===== src/rtl/btn_pkg.sv =====
// Shared types and default timing constants for the pushbutton conditioner.
// Defaults assume a 50 MHz clock.
package btn_pkg;

  typedef enum logic [1:0] {
    UP        = 2'd0,
    WAIT_DOWN = 2'd1,
    DOWN      = 2'd2,
    WAIT_UP   = 2'd3
  } btn_state_t;

  localparam int DB_CYCLES_DEF     = 500000;
  localparam int LONG_CYCLES_DEF   = 100000000;
  localparam int REPEAT_DELAY_DEF  = 25000000;
  localparam int REPEAT_PERIOD_DEF = 5000000;

endpackage


===== src/rtl/btn_debounce_ch.sv =====
// One button channel: 2-flop synchroniser, counter debouncer FSM, press/release pulses.
// Auto-repeat press pulses are built only when BTN_REPEAT_EN is defined.
module btn_debounce_ch
  import btn_pkg::*;
#(
  parameter int DB_CYCLES = DB_CYCLES_DEF
`ifdef BTN_REPEAT_EN
  , parameter int REPEAT_DELAY  = REPEAT_DELAY_DEF,
  parameter int REPEAT_PERIOD = REPEAT_PERIOD_DEF
`endif
) (
  input  logic       clk_i,
  input  logic       rst_ni,
  input  logic       key_n_i,
  output logic       level_o,
  output logic       press_o,
  output logic       release_o,
  output logic [1:0] state_o
);

  localparam int CW = $clog2(DB_CYCLES);
  localparam logic [CW-1:0] CNT_LAST = CW'(DB_CYCLES - 1);

  logic          sync0_q, s_q;
  btn_state_t    state_q, state_d;
  logic [CW-1:0] cnt_q, cnt_d;
  logic          level_q, level_d;
  logic          press_q, press_d, press_any;
  logic          release_q, release_d;

  // Synchroniser resets to the released level so reset never looks like a press.
  always_ff @(posedge clk_i or negedge rst_ni) begin
    if (!rst_ni) begin
      sync0_q <= 1'b1;
      s_q     <= 1'b1;
    end else begin
      sync0_q <= key_n_i;
      s_q     <= sync0_q;
    end
  end

  always_comb begin
    state_d   = state_q;
    cnt_d     = cnt_q;
    level_d   = level_q;
    press_d   = 1'b0;
    release_d = 1'b0;
    case (state_q)
      UP: begin
        if (!s_q) begin
          state_d = WAIT_DOWN;
          cnt_d   = CW'(1);
        end
      end
      WAIT_DOWN: begin
        if (s_q) begin
          state_d = UP;
          cnt_d   = '0;
        end else if (cnt_q == CNT_LAST) begin
          state_d = DOWN;
          cnt_d   = '0;
          level_d = 1'b0;
          press_d = 1'b1;
        end else begin
          cnt_d = cnt_q + 1'b1;
        end
      end
      DOWN: begin
        if (s_q) begin
          state_d = WAIT_UP;
          cnt_d   = CW'(1);
        end
      end
      WAIT_UP: begin
        if (!s_q) begin
          state_d = DOWN;
          cnt_d   = '0;
        end else if (cnt_q == CNT_LAST) begin
          state_d   = UP;
          cnt_d     = '0;
          level_d   = 1'b1;
          release_d = 1'b1;
        end else begin
          cnt_d = cnt_q + 1'b1;
        end
      end
      default: begin
        state_d = UP;
        cnt_d   = '0;
        level_d = 1'b1;
      end
    endcase
  end

`ifdef BTN_REPEAT_EN
  localparam int RW = $clog2(REPEAT_DELAY + 1);
  localparam logic [RW-1:0] REP_LAST   = RW'(REPEAT_DELAY - 1);
  localparam logic [RW-1:0] REP_RELOAD = RW'(REPEAT_DELAY - REPEAT_PERIOD);

  logic [RW-1:0] rep_q, rep_d;
  logic          rep_fire;

  // Reloading to DELAY-PERIOD makes later pulses come every PERIOD cycles.
  always_comb begin
    rep_d    = '0;
    rep_fire = 1'b0;
    if (state_q == DOWN) begin
      if (rep_q == REP_LAST) begin
        rep_fire = 1'b1;
        rep_d    = REP_RELOAD;
      end else begin
        rep_d = rep_q + 1'b1;
      end
    end
  end

  always_ff @(posedge clk_i or negedge rst_ni) begin
    if (!rst_ni) rep_q <= '0;
    else         rep_q <= rep_d;
  end

  assign press_any = press_d | rep_fire;
`else
  assign press_any = press_d;
`endif

  always_ff @(posedge clk_i or negedge rst_ni) begin
    if (!rst_ni) begin
      state_q   <= UP;
      cnt_q     <= '0;
      level_q   <= 1'b1;
      press_q   <= 1'b0;
      release_q <= 1'b0;
    end else begin
      state_q   <= state_d;
      cnt_q     <= cnt_d;
      level_q   <= level_d;
      press_q   <= press_any;
      release_q <= release_d;
    end
  end

  assign level_o   = level_q;
  assign press_o   = press_q;
  assign release_o = release_q;
  assign state_o   = state_q;

endmodule


===== src/rtl/button_conditioner.sv =====
// Conditions the raw active-low KEY pins: per-button debounce channels plus a
// long-press reset request on LONG_BTN. Auto-repeat is enabled by BTN_REPEAT_EN.
module button_conditioner
  import btn_pkg::*;
#(
  parameter int N_BTN         = 4,
  parameter int DB_CYCLES     = DB_CYCLES_DEF,
  parameter int LONG_BTN      = 0,
  parameter int LONG_CYCLES   = LONG_CYCLES_DEF,
  parameter int REPEAT_DELAY  = REPEAT_DELAY_DEF,
  parameter int REPEAT_PERIOD = REPEAT_PERIOD_DEF
) (
  input  logic             clk_clk,
  input  logic             reset_reset_n,
  input  logic [N_BTN-1:0] key_n_i,
  output logic [N_BTN-1:0] btn_level_o,
  output logic [N_BTN-1:0] btn_press_o,
  output logic [N_BTN-1:0] btn_release_o,
  output logic             reset_req_o
);

  localparam int HW = $clog2(LONG_CYCLES);
  localparam logic [HW-1:0]    HOLD_LAST = HW'(LONG_CYCLES - 1);
  localparam logic [N_BTN-1:0] LONG_MASK = N_BTN'(1) << LONG_BTN;

  if (DB_CYCLES < 2 || LONG_CYCLES < 2 || LONG_BTN >= N_BTN ||
      REPEAT_PERIOD < 1 || REPEAT_DELAY < REPEAT_PERIOD) begin : g_bad_params
    $error("button_conditioner: illegal parameter combination");
  end

  logic [N_BTN-1:0][1:0] ch_state;
  logic [N_BTN-1:0]      ch_down;

  for (genvar g = 0; g < N_BTN; g++) begin : g_ch
    btn_debounce_ch #(
      .DB_CYCLES     (DB_CYCLES)
`ifdef BTN_REPEAT_EN
      , .REPEAT_DELAY  (REPEAT_DELAY),
      .REPEAT_PERIOD (REPEAT_PERIOD)
`endif
    ) u_ch (
      .clk_i     (clk_clk),
      .rst_ni    (reset_reset_n),
      .key_n_i   (key_n_i[g]),
      .level_o   (btn_level_o[g]),
      .press_o   (btn_press_o[g]),
      .release_o (btn_release_o[g]),
      .state_o   (ch_state[g])
    );
  end

  always_comb begin
    for (int i = 0; i < N_BTN; i++) ch_down[i] = (ch_state[i] == DOWN);
  end

  logic          hold_en;
  logic [HW-1:0] hold_q, hold_d;
  logic          done_q, done_d;
  logic          req_q, req_d;

  assign hold_en = |(ch_down & LONG_MASK);

  // hold_q saturates at its last value; done_q limits the request to one per press.
  always_comb begin
    hold_d = '0;
    done_d = 1'b0;
    req_d  = 1'b0;
    if (hold_en) begin
      done_d = done_q;
      if (hold_q != HOLD_LAST) begin
        hold_d = hold_q + 1'b1;
      end else begin
        hold_d = hold_q;
        if (!done_q) begin
          req_d  = 1'b1;
          done_d = 1'b1;
        end
      end
    end
  end

  always_ff @(posedge clk_clk or negedge reset_reset_n) begin
    if (!reset_reset_n) begin
      hold_q <= '0;
      done_q <= 1'b0;
      req_q  <= 1'b0;
    end else begin
      hold_q <= hold_d;
      done_q <= done_d;
      req_q  <= req_d;
    end
  end

  assign reset_req_o = req_q;

endmodule


===== config.mk =====
export PLATFORM = sky130hd
export DESIGN_NAME = button_conditioner
export DESIGN_NICKNAME = d
export VERILOG_FILES = /design/src/rtl/btn_pkg.sv /design/src/rtl/btn_debounce_ch.sv /design/src/rtl/button_conditioner.sv
export SDC_FILE = /design/constraint.sdc
export NUM_CORES = 1
export LEC_CHECK = 0
export CAP_MARGIN = 20
export CORE_MARGIN = 3
export CORE_UTILIZATION = 50
export DETAILED_ROUTE_END_ITERATION = 8
export PLACE_DENSITY = 0.7
export SKIP_CTS_REPAIR_TIMING = 1
export SLEW_MARGIN = 30
export SYNTH_ARGS = -nofsm -noshare
export SYNTH_HDL_FRONTEND = slang
export SYNTH_HIERARCHICAL = 1
export SYNTH_SLANG_ARGS = --single-unit
export TNS_END_PERCENT = 10

===== constraint.sdc =====
create_clock -name clk_clk -period 2.12 [get_ports clk_clk]
set_input_delay 0.424 -clock clk_clk [delete_from_list [all_inputs] [get_ports clk_clk]]
set_output_delay 0.424 -clock clk_clk [all_outputs]
set_load 0.005 [all_outputs]

; Word-level counts from Yosys, hierarchy flattened
; Index checks and enable logic that the tools add are counted.
[totals]
reg_bits = 133
in_bits = 6
[op_classes]
add_sub_neg = 5
mux = 99
n_eq_ne = 51
reduce_logical = 20
[op_table]
columns = cell, count
row1 = $mux 19, 20
row2 = $pmux 19 s4, 4
row3 = $add 19x1->19 const B, 4
row4 = $eq 19x19->1 const B, 4
row5 = $mux 27, 2
row6 = $mux 2, 24
row7 = $mux 1, 41
row8 = $ne 2x1->1 const B, 17
row9 = $pmux 2 s4, 4
row10 = $add 27x1->27 const B, 1
row11 = $ne 27x27->1 const B, 1
row12 = $reduce_and 5->1, 4
row13 = $ne 2x2->1 const B, 9
row14 = $eq 2x2->1 const B, 8
row15 = $reduce_and 4->1, 4
row16 = $ne 3x1->1 const B, 4
row17 = $ne 3x3->1 const B, 4
row18 = $eq 2x1->1 const B, 4
row19 = $logic_not 2->1, 4
row20 = $pmux 1 s2, 4
row21 = $reduce_and 2->1, 4
row22 = $reduce_bool 2->1, 4

; Longest topological paths before layout
[depth]
ltp_word = 4
ltp_mapped = 7
depth_no_buf = 6

; Cells and area by module
; Netlist, hierarchy kept.
[by_module_without_submodules]
columns = mod, seq_area_each_um2, instances, cells_per_inst, area_each_um2
row1 = btn_debounce_ch, 654.4, 4, 147, 1418.9
row2 = button_conditioner, 725.7, 1, 158, 1525.2

; Worst setup path after synthesis
; Ideal clock, no wire load.
[synth_timing]
path_type = register to register
startpoint = register hold_q[11]
endpoint = register hold_q[1]
path_stages_with_launch = 7
synth_period_minus_slack_ns = 1.936
slack_ns = 0.184
setup_ns = 0.118
t_required_ns = 2.002
path_buffers = 1
arrival_time_ns = 1.818
cell_sequence = dfrtp_1 -> or4_1 -> or4_1 -> buf_6 -> nor2_8 -> mux2i_1 -> nor2_1
[synth_between]
elab_chain_len = 2
[synth_rtl]
columns = element, line_no
row1 = "start, declared", button_conditioner.sv:57  ; logic [HW-1:0] hold_q, hold_d;
row2 = "start signal, assigned", button_conditioner.sv:88  ; hold_q <= hold_d;
row3 = $ne 27x27->1, button_conditioner.sv:70  ; if (hold_q != HOLD_LAST) begin
row4 = $ne 2x1->1 (no source line), -
; Every way passes these cells.
; A chain may end at the register's enable or synchronous reset.

; Worst setup path after layout
; Ends and elaborated chain as after synthesis.

==> metrics.yaml <==
timing:
  setup_slack_ps: 97.7
  finalSetupTns_ps: 0
  share_of_the_clock_period_used_by_the_worst_path_pct: 95.4
  maxSlewViolCount: 0
  finalSetupViolations: 0
  grt_setup_unrepaired: "no"
  finalCriticalPeriod_ps: 2020
  max_clock_freq_mhz: 494
  fin_skew_ps: 6.48
  slew_headroom_pct: 53.9
  hold_violations: 0
  timing_worst_slew_pin_value_ps: 692
synthesis:
  async_reset_ff_share_pct: 100
  postSynthRegisterBits: 133
  post_synth.cell_area_avg_um2: 9.65
  synth-seq-area-share_pct: 46.4
  cell_area_after_synthesis_mm2: 0.00720
  synth.distinct_cells: 55
  synth_fp_nets: 758
  netlist_instances: 746
  ys_warn_count: 6
  synth_ff_type: "sky130_fd_sc_hd__dfrtp_1"
  number_of_enable_type_register_cells_in_the_synthesized_netlist: 0
detailed_routing:
  avgViaCountPerCell: 6.05
  dr_total_vias: 5871
  drtIter0Drc: 474
  drt_drc_violations_left: 0
  post_dr_wirelength_cell_um: 16.0
  drt_wl_total_um: 15500
  drt_first_pass_iters: 6
  detail-route-antenna-nets: 0
cts:
  cts_tree: "yes"
  number_of_buffers_inserted_during_clock_tree_synthesis: 17
  numClockSinks: 133
  clk_latency_ps: 420
  buffer_cell_driving_the_clock_tree_root: "sky130_fd_sc_hd__clkbuf_16"
  cts.clk_slew.worst_paths_ps: 60
  clock_tree.htree_level_count: 4
  cts.path.max_buffers: 2
global_routing:
  grt_pass1_wl_um: 27200
  grt-ovfl-total: 0
  number_of_global_route_vias_before_repair: 5640
  track_usage_pct: 20.5
  grt_antenna_before_repair: 0
  grt_max_degree: 47
setup_path:
  crit_path_start_kind: "flip-flop"
  critPathMaxStageDelay_ps: 550
  critical-path-top-delay-family: "simple AND/OR/NAND/NOR gates"
  critPathKind: "flip-flop to flip-flop"
  timing.critical_path.cells: "or4_1, or4_4, nor2_8, mux2i_1, nor2_1"
  worst-endpoint-required_ps: 2400
  critPathCaptureType: "flip-flop"
  cp.arrival_ps: 2300
  crit_path_max_fanout: 9
  worst-path-buf-inv: 0
  cp_slowest_cell: "sky130_fd_sc_hd__or4_1"
placement:
  gp_routability_congestion: 0.844
  buffer_ports.inserted: 18
  pre_cts_ws_ps: 11.5
  detailed_place_hpwl_um: 10500
die:
  core_mm2: 0.0140
  chipWidth_um: 126
  row_count: 43
  ioPinCount: 19
  fp.dieArea_mm2: 0.0159
  initial_core_util_pct: 51.5
  dieHeight_um: 126
power:
  total_leakage_power_uw: 0.00347
  post-layout-total-power_uw: 5930
  peakVddDrop_uv: 565
  powerDensity_mw_per_mm2: 718
final_layout:
  final_nets: 789
  layout-area-overhead-vs-synth_pct: 14.8
  fin_util_pct: 59.1
  n_antenna_cell: 0
  final_layout_size_suffix_gt1_share_pct: 15.1
min_path:
  worst_hold_path_type: "flip-flop to flip-flop"
job:
  cap_viol_max_count: 0
status:
  outcome: "completed"
-- cells in the mapped netlist (all sizes together) (14+ instances only) --
cell type	instances	share of area, %
nand4	23	2.8
xor2	14	1.7
nand3	47	3.3
clkbuf	19	1.1
nand2	69	4.0
or3	14	1.2
buf	14	1.4
and4	23	3.0
dfrtp	121	42
nor3	23	1.6
o21ai	61	4.5
nor2	51	2.9
a21o	16	1.7
xnor2	19	2.7
a21oi	42	2.9
inv	31	1.6
nor4	29	2.9
-- flip-flops by register name (all words and copies together), names as in the netlist, named ones only --
name / flops
g_ch.u_ch/cnt_q: 76
hold_q: 27
g_ch.u_ch/level_o: 4
g_ch.u_ch/press_o: 4
g_ch.u_ch/release_o: 4
g_ch.u_ch/s_q: 4
g_ch.u_ch/state_o: 4
g_ch.u_ch/sync0_q: 4
done_q: 1
reset_req_o: 1
-- cell families (layout without fill, tap and decap cells) --
family | after synthesis | in the layout | synth area share (%)
multiplexers | 9 | 9 | 1.32
flip-flops | 133 | 133 | 46.4
adder cells (fa/ha/maj) | 6 | 6 | 1.04
XOR/XNOR | 33 | 33 | 4.43
AND/OR/NAND/NOR | 329 | 329 | 27.0
buffers and inverters | 64 | 108 | 4.15
AO/OA/AOI/OAI | 172 | 172 | 15.6
-- routing by layer --
layer	global-route usage, %	part of all wire [%]	wire length (um)
met5	0	0	0
met4	7.44	1.7	262
met3	4.07	3.9	609
met2	31.8	47	7330
met1	28.8	47	7290
-- report_power, final --
| part | switching (uW) | internal, uW |
|---|---|---|
| Sequential | 44.4 | 2580 |
| Clock | 1100 | 1940 |
| Combinational | 173 | 99.5 |
-- path summary, 6_finish.rpt --
check | start | end | slack (ps) | cells after the start
worst max-delay path | hold_q[11] | hold_q[1] | 100 | 5
worst min-delay path | g_ch[2].u_ch/sync0_q | g_ch[2].u_ch/s_q | 360 | 0
worst max register to register | hold_q[11] | hold_q[1] | 100 | 5
worst min register to register | g_ch[2].u_ch/sync0_q | g_ch[2].u_ch/s_q | 360 | 0
max in group asynchronous | reset_reset_n | g_ch[3].u_ch/level_o | 930 | 3
min in group asynchronous | reset_reset_n | g_ch[1].u_ch/cnt_q[6] | 510 | 2
-- per-stage QoR --
step	cell area (um2)	hold slack, ps	instances
2_1_floorplan	7200	128	746
3_3_place_gp	7630	346	937
3_5_place_dp	7630	353	937
4_1_cts	8250	-59.1	969
5_1_grt	8260	363	970
6_report	8260	361	970
-- final cells by class --
cell class / count / area [um2]
inverters: 31 / 116
multi-input cells: 549 / 3560
clock inverters: 11 / 148
clock buffers: 21 / 470
well taps: 180 / 225
repair buffers: 45 / 399
flip-flops and latches: 133 / 3340
fillers: 1177 / 5720
-- cell usage in the layout, fill, tap and decap left out, types with 5 or more instances in the layout --
cell,synthesis,layout
sky130_fd_sc_hd__a21o_1,16,16
sky130_fd_sc_hd__a21oi_1,42,42
sky130_fd_sc_hd__and2_1,10,10
sky130_fd_sc_hd__and3_1,11,11
sky130_fd_sc_hd__and4_1,18,18
sky130_fd_sc_hd__and4bb_1,8,8
sky130_fd_sc_hd__buf_4,0,25
sky130_fd_sc_hd__clkbuf_16,0,17
sky130_fd_sc_hd__clkdlybuf4s50_1,0,17
sky130_fd_sc_hd__dfrtp_1,121,121
sky130_fd_sc_hd__dfstp_2,12,12
sky130_fd_sc_hd__ha_1,6,6
sky130_fd_sc_hd__inv_1,31,31
sky130_fd_sc_hd__mux2i_1,5,5
sky130_fd_sc_hd__nand2_1,65,65
sky130_fd_sc_hd__nand3_1,47,47
sky130_fd_sc_hd__nand4_1,19,19
sky130_fd_sc_hd__nor2_1,50,50
sky130_fd_sc_hd__nor3_1,23,23
sky130_fd_sc_hd__nor4_1,25,25
sky130_fd_sc_hd__o21a_1,12,12
sky130_fd_sc_hd__o21ai_0,54,54
sky130_fd_sc_hd__o21ai_2,5,5
sky130_fd_sc_hd__o21bai_1,11,11
sky130_fd_sc_hd__or2_2,6,6
sky130_fd_sc_hd__or3_1,13,13
sky130_fd_sc_hd__xnor2_1,15,15
sky130_fd_sc_hd__xor2_1,14,14
Power figures use the tool's default switching activity.
